[config.mk]
export PLATFORM = sky130hd
export DESIGN_NAME = stream_rr_arbiter
export DESIGN_NICKNAME = d
export VERILOG_FILES = /design/src/rtl/stream_rr_arbiter_pkg.sv /design/src/rtl/stream_rr_arbiter_rr_pick.sv /design/src/rtl/stream_rr_arbiter.sv
export SDC_FILE = /design/constraint.sdc
export NUM_CORES = 1
export LEC_CHECK = 0
export ABC_AREA = 1
export CORE_MARGIN = 4
export CORE_UTILIZATION = 45
export DETAILED_ROUTE_END_ITERATION = 7
export GPL_ROUTABILITY_DRIVEN = 0
export PLACE_DENSITY = 0.91
export SYNTH_ARGS = -nofsm -noshare
export SYNTH_HDL_FRONTEND = slang
export SYNTH_SLANG_ARGS = --single-unit
[constraint.sdc]
create_clock -name clk -period 3.6 [get_ports clk]
set_clock_uncertainty 0.15 [all_clocks]
set_input_delay 0.72 -clock clk [delete_from_list [all_inputs] [get_ports clk]]
set_output_delay 0.72 -clock clk [all_outputs]
set_load 0.01 [all_outputs]
[src/rtl/stream_rr_arbiter_pkg.sv]
// stream_arb_pkg: types shared by the round-robin stream arbiter and its
// round-robin picker.
//   arb_state_t        : arbiter FSM state (IDLE, LOCKED)
//   test_struct_packed : one stream beat (data + end-of-packet flag)
package stream_arb_pkg;

  typedef enum logic {
    IDLE   = 1'b0,
    LOCKED = 1'b1
  } arb_state_t;

  typedef struct packed {
    logic [7:0] data;
    logic       last;
  } test_struct_packed;

endpackage

[src/rtl/stream_rr_arbiter_rr_pick.sv]
// rr_pick: purely combinational round-robin selector.
// Ports:
//   req  [NUM_REQ] : request vector
//   last [ID_W]    : most recently granted index
//   any            : at least one request is high
//   sel  [ID_W]    : first requester strictly after 'last', scanning upward
//                    with wrap-around; equals 'last' when 'any' is low
module rr_pick
  import stream_arb_pkg::*;
#(
  parameter int NUM_REQ = 4,
  parameter int ID_W    = $clog2(NUM_REQ)
) (
  input  logic [NUM_REQ-1:0] req,
  input  logic [ID_W-1:0]    last,
  output logic               any,
  output logic [ID_W-1:0]    sel
);

  int             idx;
  logic [ID_W-1:0] cand;

  // Offsets 1..NUM_REQ visit every index once, ending on 'last' itself, so
  // a lone requester that was just served still wins.
  always_comb begin
    any  = 1'b0;
    sel  = last;
    idx  = 0;
    cand = '0;
    for (int i = 1; i <= NUM_REQ; i++) begin
      idx  = (int'(last) + i) % NUM_REQ;
      cand = ID_W'(idx);
      if (!any && req[cand]) begin
        any = 1'b1;
        sel = cand;
      end
    end
  end

endmodule

[src/rtl/stream_rr_arbiter.sv]
// stream_rr_arbiter: packet-locked round-robin arbiter sharing one
// ready/valid stream channel between NUM_REQ requesters.
// Ports:
//   clk, rst            : clock, synchronous active-high reset
//   req_valid/data/last : per-requester stream inputs (data flattened,
//                         requester k at [k*DATA_W +: DATA_W])
//   req_ready           : per-requester ready, one-hot or zero
//   out_valid/data/last : muxed stream to the datapath
//   out_ready           : datapath ready
//   grant_id            : current / most recent grant
//   busy                : high while LOCKED (FSM state visibility)
//   pkt_count           : completed packets, wraps modulo 2^CNT_W
//
// Handshake: a beat moves on a rising edge where valid and ready are both
// high; a source holds data/last stable while valid is high and ready low;
// ready may depend combinationally on the downstream ready.
module stream_rr_arbiter
  import stream_arb_pkg::*;
#(
  parameter int NUM_REQ = 4,
  parameter int DATA_W  = 8,
  parameter int CNT_W   = 16,
  localparam int ID_W   = $clog2(NUM_REQ)
) (
  input  logic                      clk,
  input  logic                      rst,
  input  logic [NUM_REQ-1:0]        req_valid,
  input  logic [NUM_REQ*DATA_W-1:0] req_data,
  input  logic [NUM_REQ-1:0]        req_last,
  output logic [NUM_REQ-1:0]        req_ready,
  output logic                      out_valid,
  output logic [DATA_W-1:0]         out_data,
  output logic                      out_last,
  input  logic                      out_ready,
  output logic [ID_W-1:0]           grant_id,
  output logic                      busy,
  output logic [CNT_W-1:0]          pkt_count
);

  arb_state_t      state, next_state;
  logic [ID_W-1:0] last_grant;
  logic            pick_any;
  logic [ID_W-1:0] pick_sel;
  logic            pkt_done;

  rr_pick #(
    .NUM_REQ (NUM_REQ),
    .ID_W    (ID_W)
  ) u_rr_pick (
    .req  (req_valid),
    .last (last_grant),
    .any  (pick_any),
    .sel  (pick_sel)
  );

  // Output mux and next state. out_data follows grant_id even in IDLE; it
  // is only meaningful while out_valid is high.
  always_comb begin
    next_state = state;
    out_valid  = 1'b0;
    out_last   = 1'b0;
    out_data   = req_data[int'(grant_id)*DATA_W +: DATA_W];
    req_ready  = '0;
    pkt_done   = 1'b0;
    case (state)
      IDLE: begin
        if (pick_any) next_state = LOCKED;
      end
      LOCKED: begin
        out_valid           = req_valid[grant_id];
        out_last            = req_last[grant_id];
        req_ready[grant_id] = out_ready;
        // The grant is held through valid gaps; only an accepted last
        // beat releases the channel.
        pkt_done = req_valid[grant_id] && out_ready && req_last[grant_id];
        if (pkt_done) next_state = IDLE;
      end
      default: next_state = IDLE;
    endcase
  end

  always_ff @(posedge clk) begin
    if (rst) begin
      state      <= IDLE;
      grant_id   <= '0;
      last_grant <= ID_W'(NUM_REQ - 1);
      pkt_count  <= '0;
    end else begin
      state <= next_state;
      if (state == IDLE && pick_any) grant_id <= pick_sel;
      if (pkt_done) begin
        last_grant <= grant_id;
        pkt_count  <= pkt_count + CNT_W'(1);
      end
    end
  end

  assign busy = (state == LOCKED);

endmodule

* After elaboration in Yosys (flattened, before gate mapping) *
Cells that the tools add are included.

operators by class
  muxes and demuxes = 29
  reductions and logical operators = 10
  $add $sub $neg = 5
  shifts and indexed selects = 1
  magnitude comparators = 6
  bitwise logic cells = 2

operators with widths
  cell                                                  count
  indexed part select 32 x 6 -> 8 bit                   1
  adder 16 x 1 -> 16 bit (second input constant)        1
  2-to-1 mux 1 bit                                      16
  < comparator 2 x 3 -> 1 bit (second input constant)   5
  binary-select mux 1 bit (select 2 bit)                6
  2-to-1 mux 2 bit                                      4
  logical AND 1 bit                                     7
  adder 2 x 1 -> 2 bit (second input constant)          2
  adder 2 bit (second input constant)                   2
  AND 4 bit                                             1
  2-to-1 mux 4 bit                                      1
  logical NOT 1 bit                                     3
  demux 1 bit (select 2 bit)                            1
  >= comparator 2 x 1 -> 1 bit (second input constant)  1
  case mux 1 bit (2 select lines)                       1
  inverter 1 bit                                        1

storage, ports and cells
  input bits = 43
  register bits = 21

* Depth between registers and ports, before layout *
Gate-level depths: netlist (run 1).

  word-level depth = 15
  depth in mapped cells = 13
  gate-level depth less buffers = 12

* Modules after synthesis *
From an unflattened synthesis (run 1), not the netlist that was laid out.

second synthesis, totals
  cell total of the unflattened synthesis = 285
  area, all modules = 1666.6 sq um

by module, submodules not included
  module             area each (sq um)  instances  cells an instance  sequential area each (sq um)
  stream_rr_arbiter  1435.1             1          239                420.4
  rr_pick            231.5              1          46                 0.0

* Worst setup path before layout (run 1) *
OpenSTA, ideal clock, no wires.

  kind = register to output
  start = register grant_id[0]
  end = output out_valid
  slack = 1559 ps
  required time = 2730 ps
  cell stages (with the launch flop) = 7
  arrival time = 1171 ps
  cells stage by stage = dfxtp_1 -> inv_4 -> nor2_8 -> nand2_1 -> nand4_1 -> inv_1 -> nor2_1

on the way
  longest elaborated chain between the ends = 3

ends and longest elaborated chain
  what                                    line                     text
  start: declaration                      stream_rr_arbiter.sv:35  output logic [ID_W-1:0] grant_id,
  start signal: assignment                stream_rr_arbiter.sv:90  if (state == IDLE && pick_any) grant_id <= pick_sel;
  binary-select mux 1 bit (select 2 bit)  stream_rr_arbiter.sv:70  out_valid = req_valid[grant_id];
  2-to-1 mux 1 bit (implied by the code)  stream_rr_arbiter.sv:70
  2-to-1 mux 1 bit                        stream_rr_arbiter.sv:65  case (state)
  end: declaration                        stream_rr_arbiter.sv:31  output logic out_valid,

No other way between the ends. The select of a mux whose other input is x is not followed.

* Worst setup path in the final report (run 1) *
  start = input req_valid[1]
  end = output out_valid

on the way
  longest elaborated chain between the ends = 3

ends and longest elaborated chain
  what                                    line                     text
  start: declaration                      stream_rr_arbiter.sv:27  input logic [NUM_REQ-1:0] req_valid,
  binary-select mux 1 bit (select 2 bit)  stream_rr_arbiter.sv:70
  2-to-1 mux 1 bit (implied by the code)  stream_rr_arbiter.sv:70
  2-to-1 mux 1 bit                        stream_rr_arbiter.sv:65

No other way between the ends. The select of a mux whose other input is x is not followed.

==> results of run 1 <==
-- layout by cell type, fill, tap and decap left out, types with 4 or more instances in the layout --
cell type        count
a22oi_1             11
nor2_1              20
nand2_2             11
nand4_1              7
inv_1               17
xor2_1               6
xnor2_1              4
dfxtp_1             21
a21oi_2              9
clkdlybuf4s50_1     75
nor3_1               6
nand3_1             16
nand2_1            103
a21oi_1              9
-- synth_stat cells --
library cell and n:
buf_12 1, a21oi_2 9, buf_2 1, nand4_1 7, o211ai_1 3, nor3_1 6, nor2_4 2, nor2_8 1
inv_4 2, nand2_2 11, xor2_1 6, a21oi_1 9, nand2_1 103, nor2_1 20, nand3_1 16, buf_6 2
inv_6 1, inv_1 17, xnor2_1 4, nand2_4 2, a22oi_1 11, clkbuf_1 2, nor2_2 1, buf_4 1
clkinv_2 1, ha_1 1, buf_1 1, o21ai_0 2, dfxtp_1 21
-- worst register-to-register path, delay by kind of cell, from the launching register on --
family	cells	cell delay [ns]
flip-flops	1	0.68
AND/OR/NAND/NOR	7	0.64
AO/OA/AOI/OAI	1	0.12
buffers and inverters	2	0.37
-- flip-flops by register name, summed over array words and instances (netlist names) --
register and flops:
pkt_count 16, grant_id 2, last_grant 2, busy 1
-- cell type report --
class                   instances  area share (%)
multi-input cells             214            44.4
well taps                      46            2.33
repair buffers                 76            30.7
flip-flops and latches         21            17.0
inverters                      21            3.65
clock buffers                   4            1.83
-- cells by family (layout without fill, tap and decap cells) --
| kind of cell | count (synthesis) | in the layout | share of synthesized area, % |
|---|---|---|---|
| compound gates | 34 | 34 | 14.3 |
| xor+xnor | 10 | 10 | 5.24 |
| fa+ha+maj | 1 | 1 | 0.748 |
| buf+inv | 29 | 101 | 9.36 |
| flops | 21 | 21 | 25.1 |
| simple gates | 169 | 169 | 45.2 |
-- stage by stage --
| stage | worst slack [ns] | cell area (sq um) | total power, mW | util (%) |
|---|---|---|---|---|
| 3_5_place_dp | 0.551 | 2420 | 0.499 | 69.8 |
| 2_1_floorplan | 1.56 | 1670 | 0.380 | - |
| 6_report | 0.554 | 2470 | 0.646 | 71.1 |
| 4_1_cts | 0.546 | 2470 | 0.652 | 71.1 |
| 3_3_place_gp | 0.586 | 2420 | 0.493 | 69.8 |
| 5_1_grt | 0.395 | 2470 | 0.682 | 71.1 |
-- power by group --
group	internal (mW)	switching [mW]	leakage [nW]
sequential	0.238	0.0137	0.170
clock	0.0788	0.0736	0.0228
combinational	0.125	0.117	0.780
total	0.442	0.205	0.972
-- final timing paths --
check                               end  slack (ns)  cells past startpoint
max                           out_valid        0.55                      6
min reg2reg  pkt_count[13]$_SDFFE_PP0P_        0.36                      2
min          pkt_count[13]$_SDFFE_PP0P_        0.36                      2
max reg2reg   pkt_count[5]$_SDFFE_PP0P_        1.56                     10
-- per-layer routing --
metal | vias to the layer above | global-route usage, % | wire length, microns
met2 | 51 | 38.1 | 2640
met4 | 0 | 2.68 | 36
met3 | 7 | 4.70 | 246
met1 | 924 | 29.4 | 2340
met5 | - | 0 | 0
li1 | 1001 | - | -
==> out/metrics.yaml, run 1 <==
cts-root-buf: "clkbuf_8"
drc: 0
fillCellCount: 301
clk_latency_ns: 0.26
path_buf_inv: 3
leakagePower_nw: 0.972
num_vias: 1983
clkSinkCount: 21
drt_iter0_markers: 81
post-route-period-util_pct: 84.6
slowest_delay_ns: 0.55
synthesis.area_sq_mm: 0.00167
arrival_ns: 2.18
path_class: "input pin to output port"
syn_to_final_growth_pct: 47.5
die_area_sq_mm: 0.00475
multi_input_area_sq_mm: 0.00109
worst_pin_slew_ns: 0.559
timing.fmax_ghz: 0.328
post_drt_wl_per_cell_microns: 13.8
viasPerCell: 5.19
grt_max_degree: 22
p_per_area_mw_per_mm2: 262
critPathMaxFanout: 4
die_w_microns: 69.0
crit_top_cell: "clkdlybuf4s50_1"
overflow: 0
h-tree-depth: 1
worstPathRequired_ns: 2.73
clk_pin_slew_ns: 0.07
synth_seq_area_share_pct: 25.1
setup.worst_path.end_class: "output port"
num-nets-final: 381
setup_tns_ns: 0
rsz0062_at_grt: "no"
crit_family: "buffers and inverters"
io_buffer_count: 75
hold_viol_final: 0
synth_warnings: 0
avgSynthCellArea_sq_um: 6.33
ys_seq_elements: 21
crit_slowest_cell: "clkdlybuf4s50_1"
ir_drop_mv: 0.292
yosys-top-cells-area: "dfxtp_1 25%, nand2_1 23%, a22oi_1 4.9%, nand3_1 4.8%, a21oi_2 4.7%"
max_cap_viol_count: 0
hpwl_mm: 4.16
layout-drive-gt1-share_pct: 10.1
status: "completed"
slew_viol_final: 0
ctsHoldBuffers: 0
finalCriticalPeriod_ns: 3.05
grt_pass1_vias: 1745
critPathLaunch: "req_valid[1]"
yosysUniqueCellTypes: 29
hold_class: "flip-flop to flip-flop"
first_pass_iters: 4
synth_area_leader_cell: "dfxtp_1"
grt_first_pass_wirelength_mm: 8.12
ctsResizeCount: 0
cts_tree: "yes"
num_antenna_cells: 0
setup_viol: 0
die_h_microns: 69.0
mappedNetlistNets: 308
r2r-start: "grant_id[1]$_SDFFE_PP0P_"
wl_mm: 5.26
coreArea_sq_mm: 0.00347
regArea_sq_um: 420
initial_core_util_pct: 48.2
fp-row-count: 21
dp_cells: 378
ioPinCount: 76
startpoint_type: "input pin"
detail-route-antenna-nets: 0
hp-start: "pkt_count[13]$_SDFFE_PP0P_"
antenna_found_initial: 0
cts_made_buffers: 3
path_cells: "clkdlybuf4s50_1 -> nand2_1 -> nand4_1 -> inv_1 -> nor2_1 -> clkdlybuf4s50_1"
netlist_instances: 264
final_cells: 382
slew_headroom_pct: 62.7
cts_buffer_depth: 2
track_usage_pct: 22.3
holdWs_ns: 0.356
cts_setup_buffers: 0
post-synth-top-area-fraction_pct: 25.1
Power figures use the tool's default switching activity.
==> run 2, diff against run 1 <==
--- a/config.mk
+++ b/config.mk
@@ -7,10 +7,10 @@
 export LEC_CHECK = 0
 export ABC_AREA = 1
 export CORE_MARGIN = 4
-export CORE_UTILIZATION = 45
+export CORE_UTILIZATION = 38
 export DETAILED_ROUTE_END_ITERATION = 7
 export GPL_ROUTABILITY_DRIVEN = 0
-export PLACE_DENSITY = 0.91
+export PLACE_DENSITY = 0.82
 export SYNTH_ARGS = -nofsm -noshare
 export SYNTH_HDL_FRONTEND = slang
 export SYNTH_SLANG_ARGS = --single-unit
==> constraint.sdc (replaced) <==
create_clock -name clk -period 2.7 [get_ports clk]
set_clock_uncertainty 0.15 [all_clocks]
set_input_delay 0.54 -clock clk [delete_from_list [all_inputs] [get_ports clk]]
set_output_delay 0.54 -clock clk [all_outputs]
set_load 0.01 [all_outputs]
==> run 2 against run 1 <==
Effect of this change: core utilization decreased by 10 points; setup slack got worse by 0.41 ns; wire length fell by 0.34%; highest routed layer unchanged; total power grew 36%; sequential cell count did not move; clock power is 40% higher; largest power group unchanged; hold slack improved by 0.0090 ns; die area grew 16%; critical endpoint is now req_ready[0].
==> out/metrics.yaml, run 2 (same netlist as run 1, synthesis figures left out) <==
cts_buffer_depth: 2
timing.fmax_ghz: 0.392
setup_tns_ns: 0
num_vias: 1936
holdWs_ns: 0.365
critPathMaxFanout: 5
regMostFlops: "pkt_count"
num_antenna_cells: 0
reg_top3: "pkt_count (16), grant_id (2), last_grant (2)"
path_class: "input pin to output port"
die_w_microns: 74.3
slew_viol_final: 0
fillCellCount: 385
die_h_microns: 74.3
preCtsSetupSlack_ns: 0.106
track_usage_pct: 19.0
grt_pass1_vias: 1766
cts-root-buf: "clkbuf_8"
antenna_found_initial: 0
ioPinCount: 76
hold_viol_final: 0
cts_tree: "yes"
num-nets-final: 386
die_area_sq_mm: 0.00552
clkSinkCount: 21
final_common_cell: "nand2_1"
setup_viol: 0
cts_made_buffers: 3
ir_drop_mv: 0.277
arrival_ns: 1.86
fp-row-count: 23
syn_to_final_growth_pct: 50.4
coreArea_sq_mm: 0.00412
post-route-period-util_pct: 94.6
max_cap_viol_count: 0
leakagePower_nw: 1.01
detail-route-antenna-nets: 0
status: "completed"
startpoint_type: "input pin"
worstPathRequired_ns: 2.01
clk_latency_ns: 0.27
clk_pin_slew_ns: 0.08
io_buffer_count: 75
first_pass_iters: 6
slew_headroom_pct: 72.6
post_drt_wl_per_cell_microns: 13.4
fin_ws_ns: 0.147
cts_setup_buffers: 0
setup.worst_path.end_class: "output port"
viasPerCell: 4.95
hold_class: "flip-flop to flip-flop"
mostFrequentLayoutCells: "103 x nand2_1, 74 x clkdlybuf4s50_1, 20 x nor2_1"
worst_pin_slew_ns: 0.408
largest_register_ffs: 16
p_per_area_mw_per_mm2: 350
drc: 0
rsz0062_at_grt: "no"
layout-drive-gt1-share_pct: 12.0
grt_first_pass_wirelength_mm: 8.35
drt_iter0_markers: 101
grt_max_degree: 22
overflow: 0
wl_mm: 5.24
h-tree-depth: 1
initial_core_util_pct: 40.6
finalCriticalPeriod_ns: 2.55
hpwl_mm: 4.04
-- run 2: cell count changes in the layout (fill, tap and decap cells not counted) --
| cell | before | now |
|---|---|---|
| clkdlybuf4s50_1 | 75 | 74 |
| dfxtp_1 | 21 | 19 |
| dfxtp_2 | 0 | 2 |
| buf_4 | 1 | 6 |
| dlymetal6s2s_1 | 0 | 1 |
-- run 2: power breakdown --
group          internal [mW]  leakage (nW)  switching, mW
logic                  0.175         0.818          0.156
registers              0.318         0.171         0.0166
clock network          0.105        0.0228          0.108
-- run 2: final timing paths --
path	startpoint	to	slack (ns)	depth (start not counted)
max	out_ready	req_ready[0]	0.15	4
min	pkt_count[13]$_SDFFE_PP0P_	pkt_count[13]$_SDFFE_PP0P_	0.36	2
max reg2reg	grant_id[1]$_SDFFE_PP0P_	pkt_count[6]$_SDFFE_PP0P_	0.86	9
min reg2reg	pkt_count[13]$_SDFFE_PP0P_	pkt_count[13]$_SDFFE_PP0P_	0.36	2
-- run 2: critical path: stages --
cell	delay (ns)
clkdlybuf4s50_1	0.45
nand2_1	0.13
nor3_1	0.16
clkdlybuf4s50_1	0.57
-- run 2: what timing repair did --
| item | 4_1_cts | 5_1_grt |
|---|---|---|
| hold buffers | 0 | 0 |
| gates resized for setup | 0 | 3 |
| endpoints found under the setup margin | 0 | 2 |
-- run 2: layout make-up --
class / instances / area (sq um) / area share (%)
well taps: 50 / 62.6 / 2.49
repair buffers: 81 / 798 / 31.8
inverters: 21 / 90.1 / 3.58
clock buffers: 4 / 45.0 / 1.79
flip-flops and latches: 21 / 423 / 16.8
multi-input cells: 214 / 1090 / 43.6
-- run 2: stage by stage --
step	total power [mW]	area, sq um	utilization, %	instances
floorplan	0.507	1670	-	264
global placement	0.670	2460	59.9	387
detailed placement	0.673	2460	59.9	387
CTS	0.880	2510	61.0	391
global route	0.922	2510	61.1	391
finish	0.879	2510	61.1	391
-- run 2: routing by layer --
| layer | up-vias | global-route usage, % | routed length [microns] |
|---|---|---|---|
| met4 | 0 | 4.15 | 84 |
| met5 | - | 0 | 0 |
| li1 | 1006 | - | - |
| met3 | 10 | 3.92 | 288 |
| met2 | 56 | 31.5 | 2540 |
| met1 | 864 | 25.5 | 2330 |
==> run 3, diff against run 2 <==
--- a/config.mk
+++ b/config.mk
@@ -11,6 +11,7 @@
 export DETAILED_ROUTE_END_ITERATION = 7
 export GPL_ROUTABILITY_DRIVEN = 0
 export PLACE_DENSITY = 0.82
+export REMOVE_ABC_BUFFERS = 1
 export SYNTH_ARGS = -nofsm -noshare
 export SYNTH_HDL_FRONTEND = slang
 export SYNTH_SLANG_ARGS = --single-unit
==> run 3 against run 2 <==
Effect of this change: critical path depth is the same; setup slack got worse by 0.085 ns; hold slack worse by 0.015 ns; count of clock-buffer cells in the layout shrank 1; first-iteration DRC count up 5.9%; sequential share of layout area about the same; via count rose by 3.1%; wire length down 1.3%; final area is 0.15% higher; global-route usage shrank 0.75 points; sequential cell count unchanged; critical path type unchanged.
==> out/metrics.yaml, run 3 (same netlist as run 1, synthesis figures left out) <==
viasPerCell: 5.10
drt_iter0_markers: 107
slowest_delay_ns: 0.58
die_w_microns: 74.3
worst_pin_slew_ns: 0.479
hold_class: "flip-flop to flip-flop"
setup_tns_ns: 0
finalPower_mw: 0.898
mostFrequentLayoutCells: "103 x nand2_1, 74 x clkdlybuf4s50_1, 20 x nor2_1"
max_cap_viol_count: 0
fillCellCount: 404
setup.worst_path.end_class: "output port"
crit_family: "buffers and inverters"
ctsHoldBuffers: 0
timing.fmax_ghz: 0.379
crit_slowest_cell: "clkdlybuf4s50_1"
crit_top_cell: "clkdlybuf4s50_1"
cts_made_buffers: 3
rsz0062_at_grt: "no"
seq_power_share_pct: 37.4
wl_mm: 5.17
num_vias: 1996
ir_drop_mv: 0.231
grt_first_pass_wirelength_mm: 8.21
num-nets-final: 386
detail-route-antenna-nets: 0
setup_viol: 0
slew_viol_final: 0
largest_register_ffs: 16
placed_cell_area_sq_mm: 0.00244
regMostFlops: "pkt_count"
initial_core_util_pct: 40.6
worstPathRequired_ns: 2.01
leakagePower_nw: 1.01
crit_end: "req_ready[1]"
path_class: "input pin to output port"
reg_top3: "pkt_count (16), grant_id (2), last_grant (2)"
syn_to_final_growth_pct: 50.6
design_area_sq_mm: 0.00252
top_layer_used: "met4"
hpwl_mm: 3.94
r2r_end: "pkt_count[6]$_SDFFE_PP0P_"
track_usage_pct: 18.3
pwr-share-clk_pct: 24.8
cts_buffer_depth: 2
clk_pin_slew_ns: 0.08
clkSinkCount: 21
p_switching_mw: 0.295
final_common_cell: "nand2_1"
critPathLaunch: "out_ready"
post_drt_wl_per_cell_microns: 13.2
first_pass_iters: 4
coreArea_sq_mm: 0.00412
drc: 0
grt_pass1_vias: 1876
grt_max_degree: 22
clk_latency_ns: 0.27
die_area_sq_mm: 0.00552
slew_headroom_pct: 67.9
met1_length_mm: 2.21
cts-root-buf: "clkbuf_8"
io_buffer_count: 75
combPwrFrac_pct: 37.8
path_buf_inv: 2
finalCriticalPeriod_ns: 2.64
cp.depth: 4
antenna_found_initial: 0
h-tree-depth: 1
switching_share_pct: 32.9
die_h_microns: 74.3
path_cells: "clkdlybuf4s50_1 -> nand2_1 -> nor3_1 -> clkdlybuf4s50_1"
hold_viol_final: 0
reg2regPathDepth: 9
post-route-period-util_pct: 97.7
ioPinCount: 76
startpoint_type: "input pin"
final_util_pct: 61.2
r2r-start: "grant_id[1]$_SDFFE_PP0P_"
met3_length_microns: 455
met2_length_mm: 2.47
num_antenna_cells: 0
layout-drive-gt1-share_pct: 12.3
reg2reg_slack_ns: 0.77
cts_tree: "yes"
critPathMaxFanout: 5
overflow: 0
p_int_mw: 0.603
status: "completed"
arrival_ns: 1.95
fp-row-count: 23
p_per_area_mw_per_mm2: 357
run 3: cell count changes in the layout (fill, tap and decap cells not counted):
cell,change
clkbuf_1,-1
clkinvlp_4,+1
run 3: metrics by stage:
stage	std cells	hold slack (ns)	worst slack (ns)
after CTS	388	0.351	0.0403
after global placement	384	0.336	0.118
final	391	0.349	0.0618
after global routing	391	0.365	0.0226
after floorplan	256	0.357	0.700
after detailed placement	384	0.337	0.0686
run 3: worst min path at each step:
stage,start,endpoint,slack [ns],cells past startpoint
after floorplan,pkt_count[13]$_SDFFE_PP0P_,pkt_count[13]$_SDFFE_PP0P_,0.36,2
after global placement,pkt_count[13]$_SDFFE_PP0P_,pkt_count[13]$_SDFFE_PP0P_,0.34,2
after detailed placement,pkt_count[13]$_SDFFE_PP0P_,pkt_count[13]$_SDFFE_PP0P_,0.34,2
after CTS,pkt_count[13]$_SDFFE_PP0P_,pkt_count[13]$_SDFFE_PP0P_,0.35,2
after global routing,pkt_count[13]$_SDFFE_PP0P_,pkt_count[13]$_SDFFE_PP0P_,0.36,2
final,pkt_count[13]$_SDFFE_PP0P_,pkt_count[13]$_SDFFE_PP0P_,0.35,2
run 3: power by group through the flow:
stage          Sequential [mW]  Combinational [mW]  Clock [mW]
5_1_grt                  0.338               0.372       0.235
2_1_floorplan            0.342               0.150           0
3_5_place_dp             0.342               0.329           0
6_report                 0.336               0.339       0.223
4_1_cts                  0.335               0.330       0.228
3_3_place_gp             0.342               0.324           0
run 3: area by class of cell:
class | instances | area (sq um) | share of cell area [%]
flip-flops and latches | 21 | 423 | 16.8
well taps | 50 | 62.6 | 2.49
multi-input cells | 214 | 1090 | 43.5
repair buffers | 81 | 798 | 31.7
clock inverters | 1 | 7.51 | 0.298
clock buffers | 3 | 41.3 | 1.64
inverters | 21 | 90.1 | 3.58
run 3: worst register-to-register path, delay by kind of cell (launching register included):
family / cells / cell delay (ns)
buf+inv: 3 / 0.52
compound gates: 1 / 0.15
simple gates: 5 / 0.53
flops: 1 / 0.49
run 3: timing repair:
action                                  CTS  global route
gates resized for setup                   1             2
endpoints found under the setup margin    2             1
setup buffers                             0             3
pin swaps                                 0             1
run 3: metal layers:
| layer | up-vias | track usage [%] |
|---|---|---|
| li1 | 1008 | - |
| met4 | 0 | 5.53 |
| met2 | 81 | 31.9 |
| met1 | 904 | 22.6 |
| met5 | - | 0 |
| met3 | 3 | 3.65 |
